`src/rtl/mips_ctrl_pkg.sv`:
```
// Shared definitions for the multicycle MIPS control path.
// Contents:
//   state_t          - 4-bit FSM state encoding (debug-visible on state_o)
//   OP_* / FN_*      - supported opcodes and R-type funct codes
//   ALU_*            - alu_ctrl encodings
//   SRCB_*           - alu_src_b mux encodings
//   PCSRC_*          - pc_src mux encodings
//   is_zero_ext_op() - which immediate instructions zero-extend
package mips_ctrl_pkg;

    typedef enum logic [3:0] {
        S_IDLE   = 4'd0,
        S_FETCH  = 4'd1,
        S_DECODE = 4'd2,
        S_MEMADR = 4'd3,
        S_MEMRD  = 4'd4,
        S_MEMWB  = 4'd5,
        S_MEMWR  = 4'd6,
        S_EXEC   = 4'd7,
        S_ALUWB  = 4'd8,
        S_BRANCH = 4'd9,
        S_IMMEX  = 4'd10,
        S_IMMWB  = 4'd11,
        S_JUMP   = 4'd12
    } state_t;

    localparam logic [5:0] OP_RTYPE = 6'h00;
    localparam logic [5:0] OP_J     = 6'h02;
    localparam logic [5:0] OP_BEQ   = 6'h04;
    localparam logic [5:0] OP_ADDI  = 6'h08;
    localparam logic [5:0] OP_ANDI  = 6'h0C;
    localparam logic [5:0] OP_ORI   = 6'h0D;
    localparam logic [5:0] OP_LW    = 6'h23;
    localparam logic [5:0] OP_SW    = 6'h2B;

    localparam logic [5:0] FN_ADD = 6'h20;
    localparam logic [5:0] FN_SUB = 6'h22;
    localparam logic [5:0] FN_AND = 6'h24;
    localparam logic [5:0] FN_OR  = 6'h25;
    localparam logic [5:0] FN_SLT = 6'h2A;

    localparam logic [2:0] ALU_AND = 3'b000;
    localparam logic [2:0] ALU_OR  = 3'b001;
    localparam logic [2:0] ALU_ADD = 3'b010;
    localparam logic [2:0] ALU_SUB = 3'b110;
    localparam logic [2:0] ALU_SLT = 3'b111;

    localparam logic [1:0] SRCB_RT     = 2'b00;
    localparam logic [1:0] SRCB_FOUR   = 2'b01;
    localparam logic [1:0] SRCB_IMM    = 2'b10;
    localparam logic [1:0] SRCB_IMM_SH = 2'b11;

    localparam logic [1:0] PCSRC_ALU    = 2'b00;
    localparam logic [1:0] PCSRC_ALUOUT = 2'b01;
    localparam logic [1:0] PCSRC_JUMP   = 2'b10;

    // Logical immediates take the 16-bit field as unsigned.
    function automatic logic is_zero_ext_op(input logic [5:0] op);
        return (op == OP_ANDI) || (op == OP_ORI);
    endfunction

endpackage

```
`src/rtl/mips_alu_decoder.sv`:
```
// Combinational ALU-operation decoder.
// Maps an opcode/funct pair to the ALU operation it needs and flags whether
// the pair is a supported instruction at all.
// Ports:
//   i_op       - opcode (instr[31:26])
//   i_fn       - funct (instr[5:0]), only meaningful for R-type
//   o_alu_ctrl - ALU operation for the execute step of this instruction
//   o_legal    - 1 when the opcode (and funct, for R-type) is supported
module mips_alu_decoder
    import mips_ctrl_pkg::*;
(
    input  logic [5:0] i_op,
    input  logic [5:0] i_fn,
    output logic [2:0] o_alu_ctrl,
    output logic       o_legal
);

    always_comb begin
        o_alu_ctrl = ALU_ADD;
        o_legal    = 1'b0;
        case (i_op)
            OP_RTYPE: begin
                case (i_fn)
                    FN_ADD:  begin o_alu_ctrl = ALU_ADD; o_legal = 1'b1; end
                    FN_SUB:  begin o_alu_ctrl = ALU_SUB; o_legal = 1'b1; end
                    FN_AND:  begin o_alu_ctrl = ALU_AND; o_legal = 1'b1; end
                    FN_OR:   begin o_alu_ctrl = ALU_OR;  o_legal = 1'b1; end
                    FN_SLT:  begin o_alu_ctrl = ALU_SLT; o_legal = 1'b1; end
                    default: begin o_alu_ctrl = ALU_ADD; o_legal = 1'b0; end
                endcase
            end
            OP_LW, OP_SW, OP_ADDI, OP_J: begin
                o_alu_ctrl = ALU_ADD;
                o_legal    = 1'b1;
            end
            OP_BEQ: begin
                o_alu_ctrl = ALU_SUB;
                o_legal    = 1'b1;
            end
            OP_ANDI: begin
                o_alu_ctrl = ALU_AND;
                o_legal    = 1'b1;
            end
            OP_ORI: begin
                o_alu_ctrl = ALU_OR;
                o_legal    = 1'b1;
            end
            default: begin
                o_alu_ctrl = ALU_ADD;
                o_legal    = 1'b0;
            end
        endcase
    end

endmodule

```
`src/rtl/mips_mc_ctrl.sv`:
```
// Multicycle MIPS control FSM.
// Sequences a shared PC / memory / register-file / ALU datapath: drives every
// mux select and write strobe, stalls on the memory ready handshake, flags
// unsupported instructions, and counts retired instructions.
// Ports:
//   clk, rst_n        - clock; asynchronous active-low reset
//   opcode, funct     - instruction fields, valid from the DECODE cycle on
//   zero              - ALU zero flag, used by beq
//   mem_ready         - memory access completes this cycle
//   pc_write, ir_write, mem_write, reg_write - write strobes
//   i_or_d, reg_dst, mem_to_reg, alu_src_a, alu_src_b, alu_ctrl, pc_src,
//   ext_zero          - datapath selects
//   illegal_op        - one-cycle pulse in DECODE on an unsupported instruction
//   instr_count       - retired-instruction counter (wraps)
//   state_o           - current FSM state for debug
module mips_mc_ctrl
    import mips_ctrl_pkg::*;
#(
    parameter int CNT_WIDTH = 32
) (
    input  logic                 clk,
    input  logic                 rst_n,
    input  logic [5:0]           opcode,
    input  logic [5:0]           funct,
    input  logic                 zero,
    input  logic                 mem_ready,
    output logic                 pc_write,
    output logic                 ir_write,
    output logic                 mem_write,
    output logic                 reg_write,
    output logic                 i_or_d,
    output logic                 reg_dst,
    output logic                 mem_to_reg,
    output logic                 alu_src_a,
    output logic [1:0]           alu_src_b,
    output logic [2:0]           alu_ctrl,
    output logic [1:0]           pc_src,
    output logic                 ext_zero,
    output logic                 illegal_op,
    output logic [CNT_WIDTH-1:0] instr_count,
    output logic [3:0]           state_o
);

    state_t               r_state;
    state_t               w_state_next;
    logic [5:0]           r_op_q;
    logic [5:0]           r_fn_q;
    logic [CNT_WIDTH-1:0] r_instr_count;

    logic [5:0] w_dec_op;
    logic [5:0] w_dec_fn;
    logic [2:0] w_dec_alu;
    logic       w_dec_legal;
    logic       w_retire;

    // In DECODE the latched copies are not loaded yet, so the decoder looks at
    // the live instruction fields; every later state uses the latched copies.
    assign w_dec_op = (r_state == S_DECODE) ? opcode : r_op_q;
    assign w_dec_fn = (r_state == S_DECODE) ? funct  : r_fn_q;

    mips_alu_decoder u_alu_dec (
        .i_op       (w_dec_op),
        .i_fn       (w_dec_fn),
        .o_alu_ctrl (w_dec_alu),
        .o_legal    (w_dec_legal)
    );

    // An instruction retires on the edge that takes its last state back to
    // FETCH; an illegal DECODE->FETCH hop is deliberately not included.
    always_comb begin
        w_retire = 1'b0;
        if (w_state_next == S_FETCH) begin
            case (r_state)
                S_MEMWB, S_MEMWR, S_ALUWB, S_BRANCH, S_IMMWB, S_JUMP: w_retire = 1'b1;
                default: w_retire = 1'b0;
            endcase
        end
    end

    always_ff @(posedge clk or negedge rst_n) begin
        if (!rst_n) begin
            r_state       <= S_IDLE;
            r_op_q        <= 6'd0;
            r_fn_q        <= 6'd0;
            r_instr_count <= '0;
        end else begin
            r_state <= w_state_next;
            if (r_state == S_DECODE) begin
                r_op_q <= opcode;
                r_fn_q <= funct;
            end
            if (w_retire) begin
                r_instr_count <= r_instr_count + CNT_WIDTH'(1);
            end
        end
    end

    always_comb begin
        w_state_next = r_state;
        pc_write     = 1'b0;
        ir_write     = 1'b0;
        mem_write    = 1'b0;
        reg_write    = 1'b0;
        i_or_d       = 1'b0;
        reg_dst      = 1'b0;
        mem_to_reg   = 1'b0;
        alu_src_a    = 1'b0;
        alu_src_b    = SRCB_RT;
        alu_ctrl     = ALU_AND;
        pc_src       = PCSRC_ALU;
        ext_zero     = 1'b0;
        illegal_op   = 1'b0;

        case (r_state)
            S_IDLE: begin
                w_state_next = S_FETCH;
            end
            S_FETCH: begin
                // PC+4 is computed every FETCH cycle but only committed,
                // together with the IR, when the memory delivers.
                i_or_d    = 1'b0;
                alu_src_a = 1'b0;
                alu_src_b = SRCB_FOUR;
                alu_ctrl  = ALU_ADD;
                pc_src    = PCSRC_ALU;
                ir_write  = mem_ready;
                pc_write  = mem_ready;
                w_state_next = mem_ready ? S_DECODE : S_FETCH;
            end
            S_DECODE: begin
                // Branch target precompute: PC + (sext(imm) << 2).
                alu_src_a = 1'b0;
                alu_src_b = SRCB_IMM_SH;
                alu_ctrl  = ALU_ADD;
                ext_zero  = 1'b0;
                if (!w_dec_legal) begin
                    illegal_op   = 1'b1;
                    w_state_next = S_FETCH;
                end else begin
                    case (opcode)
                        OP_LW, OP_SW:             w_state_next = S_MEMADR;
                        OP_RTYPE:                 w_state_next = S_EXEC;
                        OP_BEQ:                   w_state_next = S_BRANCH;
                        OP_ADDI, OP_ANDI, OP_ORI: w_state_next = S_IMMEX;
                        OP_J:                     w_state_next = S_JUMP;
                        default:                  w_state_next = S_FETCH;
                    endcase
                end
            end
            S_MEMADR: begin
                alu_src_a = 1'b1;
                alu_src_b = SRCB_IMM;
                alu_ctrl  = ALU_ADD;
                ext_zero  = 1'b0;
                w_state_next = (r_op_q == OP_LW) ? S_MEMRD : S_MEMWR;
            end
            S_MEMRD: begin
                i_or_d = 1'b1;
                w_state_next = mem_ready ? S_MEMWB : S_MEMRD;
            end
            S_MEMWB: begin
                reg_write  = 1'b1;
                mem_to_reg = 1'b1;
                reg_dst    = 1'b0;
                w_state_next = S_FETCH;
            end
            S_MEMWR: begin
                i_or_d    = 1'b1;
                mem_write = 1'b1;
                w_state_next = mem_ready ? S_FETCH : S_MEMWR;
            end
            S_EXEC: begin
                alu_src_a = 1'b1;
                alu_src_b = SRCB_RT;
                alu_ctrl  = w_dec_alu;
                w_state_next = S_ALUWB;
            end
            S_ALUWB: begin
                reg_write  = 1'b1;
                reg_dst    = 1'b1;
                mem_to_reg = 1'b0;
                w_state_next = S_FETCH;
            end
            S_BRANCH: begin
                alu_src_a = 1'b1;
                alu_src_b = SRCB_RT;
                alu_ctrl  = ALU_SUB;
                pc_src    = PCSRC_ALUOUT;
                pc_write  = zero;
                w_state_next = S_FETCH;
            end
            S_IMMEX: begin
                alu_src_a = 1'b1;
                alu_src_b = SRCB_IMM;
                alu_ctrl  = w_dec_alu;
                ext_zero  = is_zero_ext_op(r_op_q);
                w_state_next = S_IMMWB;
            end
            S_IMMWB: begin
                // Extender select stays put so the written value is stable.
                reg_write  = 1'b1;
                reg_dst    = 1'b0;
                mem_to_reg = 1'b0;
                ext_zero   = is_zero_ext_op(r_op_q);
                w_state_next = S_FETCH;
            end
            S_JUMP: begin
                pc_src   = PCSRC_JUMP;
                pc_write = 1'b1;
                w_state_next = S_FETCH;
            end
            default: begin
                w_state_next = S_IDLE;
            end
        endcase
    end

    assign instr_count = r_instr_count;
    assign state_o     = r_state;

endmodule

```
`config.mk`:
```
export PLATFORM = sky130hd
export DESIGN_NAME = mips_mc_ctrl
export DESIGN_NICKNAME = d
export VERILOG_FILES = /design/src/rtl/mips_ctrl_pkg.sv /design/src/rtl/mips_alu_decoder.sv /design/src/rtl/mips_mc_ctrl.sv
export SDC_FILE = /design/constraint.sdc
export NUM_CORES = 1
export LEC_CHECK = 0
export BUFFER_PORTS_ARGS = -buffer_cell sky130_fd_sc_hd__buf_2
export CORE_UTILIZATION = 45
export CTS_CLUSTER_SIZE = 24
export DETAILED_ROUTE_END_ITERATION = 12
export PLACE_DENSITY = 0.71
export SLEW_MARGIN = 20
export SYNTH_ARGS = -nofsm -noshare
export SYNTH_HDL_FRONTEND = slang
export SYNTH_SLANG_ARGS = --single-unit
```
`constraint.sdc`:
```
create_clock -name clk -period 4.8 [get_ports clk]
set_input_delay 0.96 -clock clk [delete_from_list [all_inputs] [get_ports clk]]
set_output_delay 0.96 -clock clk [all_outputs]
set_load 0.02 [all_outputs]
```
==> flow_summary.toml <==
[run_status]
outcome = "finished, final reports clean"

[clock_network]
cts_max_level = 2
hold_buffers = 0
cts_made_buffers = 5
cts_max_path_buffers = 2
clkSinkCount = 48
cts_resized = 0
clk_latency_ns = 0.31
clockRootBuffer = "clkbuf_8"
cts_tree = "built"
clk_pin_slew_ns = 0.10
postCtsSetupBuffers = 0

[timing]
timing.final.crit_share_pct = 79.8
slew_headroom_pct = 56.0
fmax_ghz = 0.261
hold_ws_ns = 0.467
rsz0062_at_grt = "no"
setup_tns_ns = 0
final-max-slew-violation-count = 0
skew_ns = 0.0136
finalSetupViolCount = 0
tightest_slew_ns = 0.660
period_needed_ns = 3.83
hold_viol = 0

[yosys]
syn_inst = 324
syn_area_um2 = 2960
synthTopCellsByArea = "dfrtp_1 41%, nand2_1 5.8%, xnor2_1 5.6%"
ys_warn_count = 0
async_reset_ff_share_pct = 100
synth_cell_types = 59
ys_seq_area_share_pct = 40.6
syn_avg_cell_area_um2 = 9.13
synth_nets = 341
yosysTopAreaCell = "dfrtp_1"
ys_ff_latch = 48
synth_edf_count = 0
synth_top_area_share_pct = 40.6
ys.flop_type = "dfrtp_1"

[pwr]
power.ir.vdd_worst_mv = 0.286
total_power_mw = 1.56
power_density_nw_per_um2 = 451
p_leak_nw = 1.70

[drt]
routed_wl_um = 6620
num_vias = 2614
wl_per_cell_um = 14.3
drcViolationCount = 0
detail-route-antenna-nets = 0
drtIter0Drc = 248
firstDrtPassIters = 5
vias_per_cell = 5.66

[die]
die_w_um = 83.1
rows = 29
ios = 69
initial_utilization_pct = 46.6
die_h_um = 83.1
core_um2 = 6350
die_area_um2 = 6900

[global_route]
grt_pass1_vias = 2428
grt_start_max_net_pins = 49
grt_antenna_before_repair = 0
grt_pass1_wl_um = 11600
track_usage_pct = 20.3
grt_overflow_total = 0

[cells_and_area]
regArea_um2 = 1200
fin_cells = 462
fillers = 590
synthToLayoutAreaGrowth_pct = 17.2
multiInputGateArea_um2 = 1630
diodes = 0
postLayoutCellArea_um2 = 3460
drive_above_1_share_pct = 24.7
nNetsFinal = 401

[setup_path]
cp-startpoint = "state_o[1]"
r2r_cells = 6
rrSetupSlack_ns = 2.10
r2r_start = "state_o[1]"
cp.arrival_ns = 2.87
crit_end = "illegal_op"
critPathCaptureType = "primary output"
required_ns = 3.84
start_kind = "flop"
r2r_end = "state_o[1]"
path_class = "flop to primary output"
critPathMaxFanout = 24

[placement]
placed_area_um2 = 3320
port_buffers = 68
hpwl_um = 4760
dp_cells = 454
place_congestion = 1.02

[min_path]
worstHoldStart = "instr_count[31]"
hold_class = "flop to flop"

[job]
cap_violations = 0
-- layout make-up --
type,instances,share of cell area [%]
Clock inverter,3,1.99
Sequential cell,48,34.7
Multi-Input combinational cell,247,47.1
Inverter,13,1.41
Clock buffer,5,1.99
Timing Repair Buffer,69,10.1
Tap cell,77,2.78
-- sequential cells by signal, indices dropped and copies added, names as in the netlist --
register	cells
instr_count	32
r_fn_q	6
r_op_q	6
state_o	4
-- kinds of logic after synthesis --
logic type | share of synthesized area [%]
fa+ha+maj | 0.423
flops | 40.6
xor+xnor | 9.48
mux | 2.92
simple gates | 29.1
compound gates | 13.2
buf+inv | 4.23
-- per-layer routing --
layer | global-route usage [%] | vias to the layer above | part of all wire (%)
li1 | - | 1264 | -
met1 | 28.1 | 1254 | 47
met2 | 32.7 | 83 | 47
met3 | 3.68 | 13 | 5.0
met4 | 5.33 | 0 | 1.4
met5 | 0 | - | 0
-- through the flow --
| stage | utilization, % | setup WS, ns |
|---|---|---|
| 6_report | 54.6 | 0.968 |
| 5_1_grt | 54.6 | 0.837 |
| 4_1_cts | 54.5 | 0.966 |
| 3_5_place_dp | 52.4 | 1.33 |
| 3_3_place_gp | 52.4 | 1.38 |
| 2_1_floorplan | - | 1.55 |
-- synthesized netlist by cell type, types with 5 or more instances --
cell type	count
xor2_1	13
inv_1	13
a21oi_1	6
nor2_1	26
nand3_1	23
nor2b_1	5
nand2_1	46
dfrtp_1	48
o21ai_0	9
nand2b_1	9
clkbuf_1	8
xnor2_1	19
nand4_1	13
nor3_1	14
-- power breakdown --
part           switching (mW)  internal, mW
Sequential              0.146         0.485
Clock                   0.145         0.210
Combinational           0.347         0.231
Total                   0.638         0.926
-- layout by cell type, fill, tap and decap left out, types with 4 or more instances in the layout --
cell      netlist  final
a21oi_1         6      6
and3_1          4      4
buf_2           4     67
clkbuf_8        0      5
dfrtp_1        48     48
inv_1          13     13
mux2_2          4      4
nand2_1        46     46
nand2b_1        9      9
nand3_1        23     23
nand4_1        13     13
nor2_1         26     26
nor2b_1         5      5
nor3_1         14     14
nor3b_1         4      4
o21ai_0         9      9
xnor2_1        19     19
xor2_1         13     13
-- worst max-delay path, cell delays in order (launching register included) --
cell,delay (ns)
dfrtp_1,0.77
nor4b_2,0.30
buf_4,0.28
mux2_2,0.39
a221o_1,0.37
nor3_1,0.23
buf_2,0.21
-- how the worst min path moves through the flow --
stage	slack, ns	depth (start not counted)	end
2_1_floorplan	0.44	2	r_fn_q[5]
3_3_place_gp	0.45	2	r_fn_q[5]
3_5_place_dp	0.45	1	instr_count[31]
4_1_cts	0.47	1	instr_count[31]
5_1_grt	0.51	2	r_fn_q[5]
6_report	0.47	1	instr_count[31]
No activity file was read; power rests on OpenSTA's default activity.
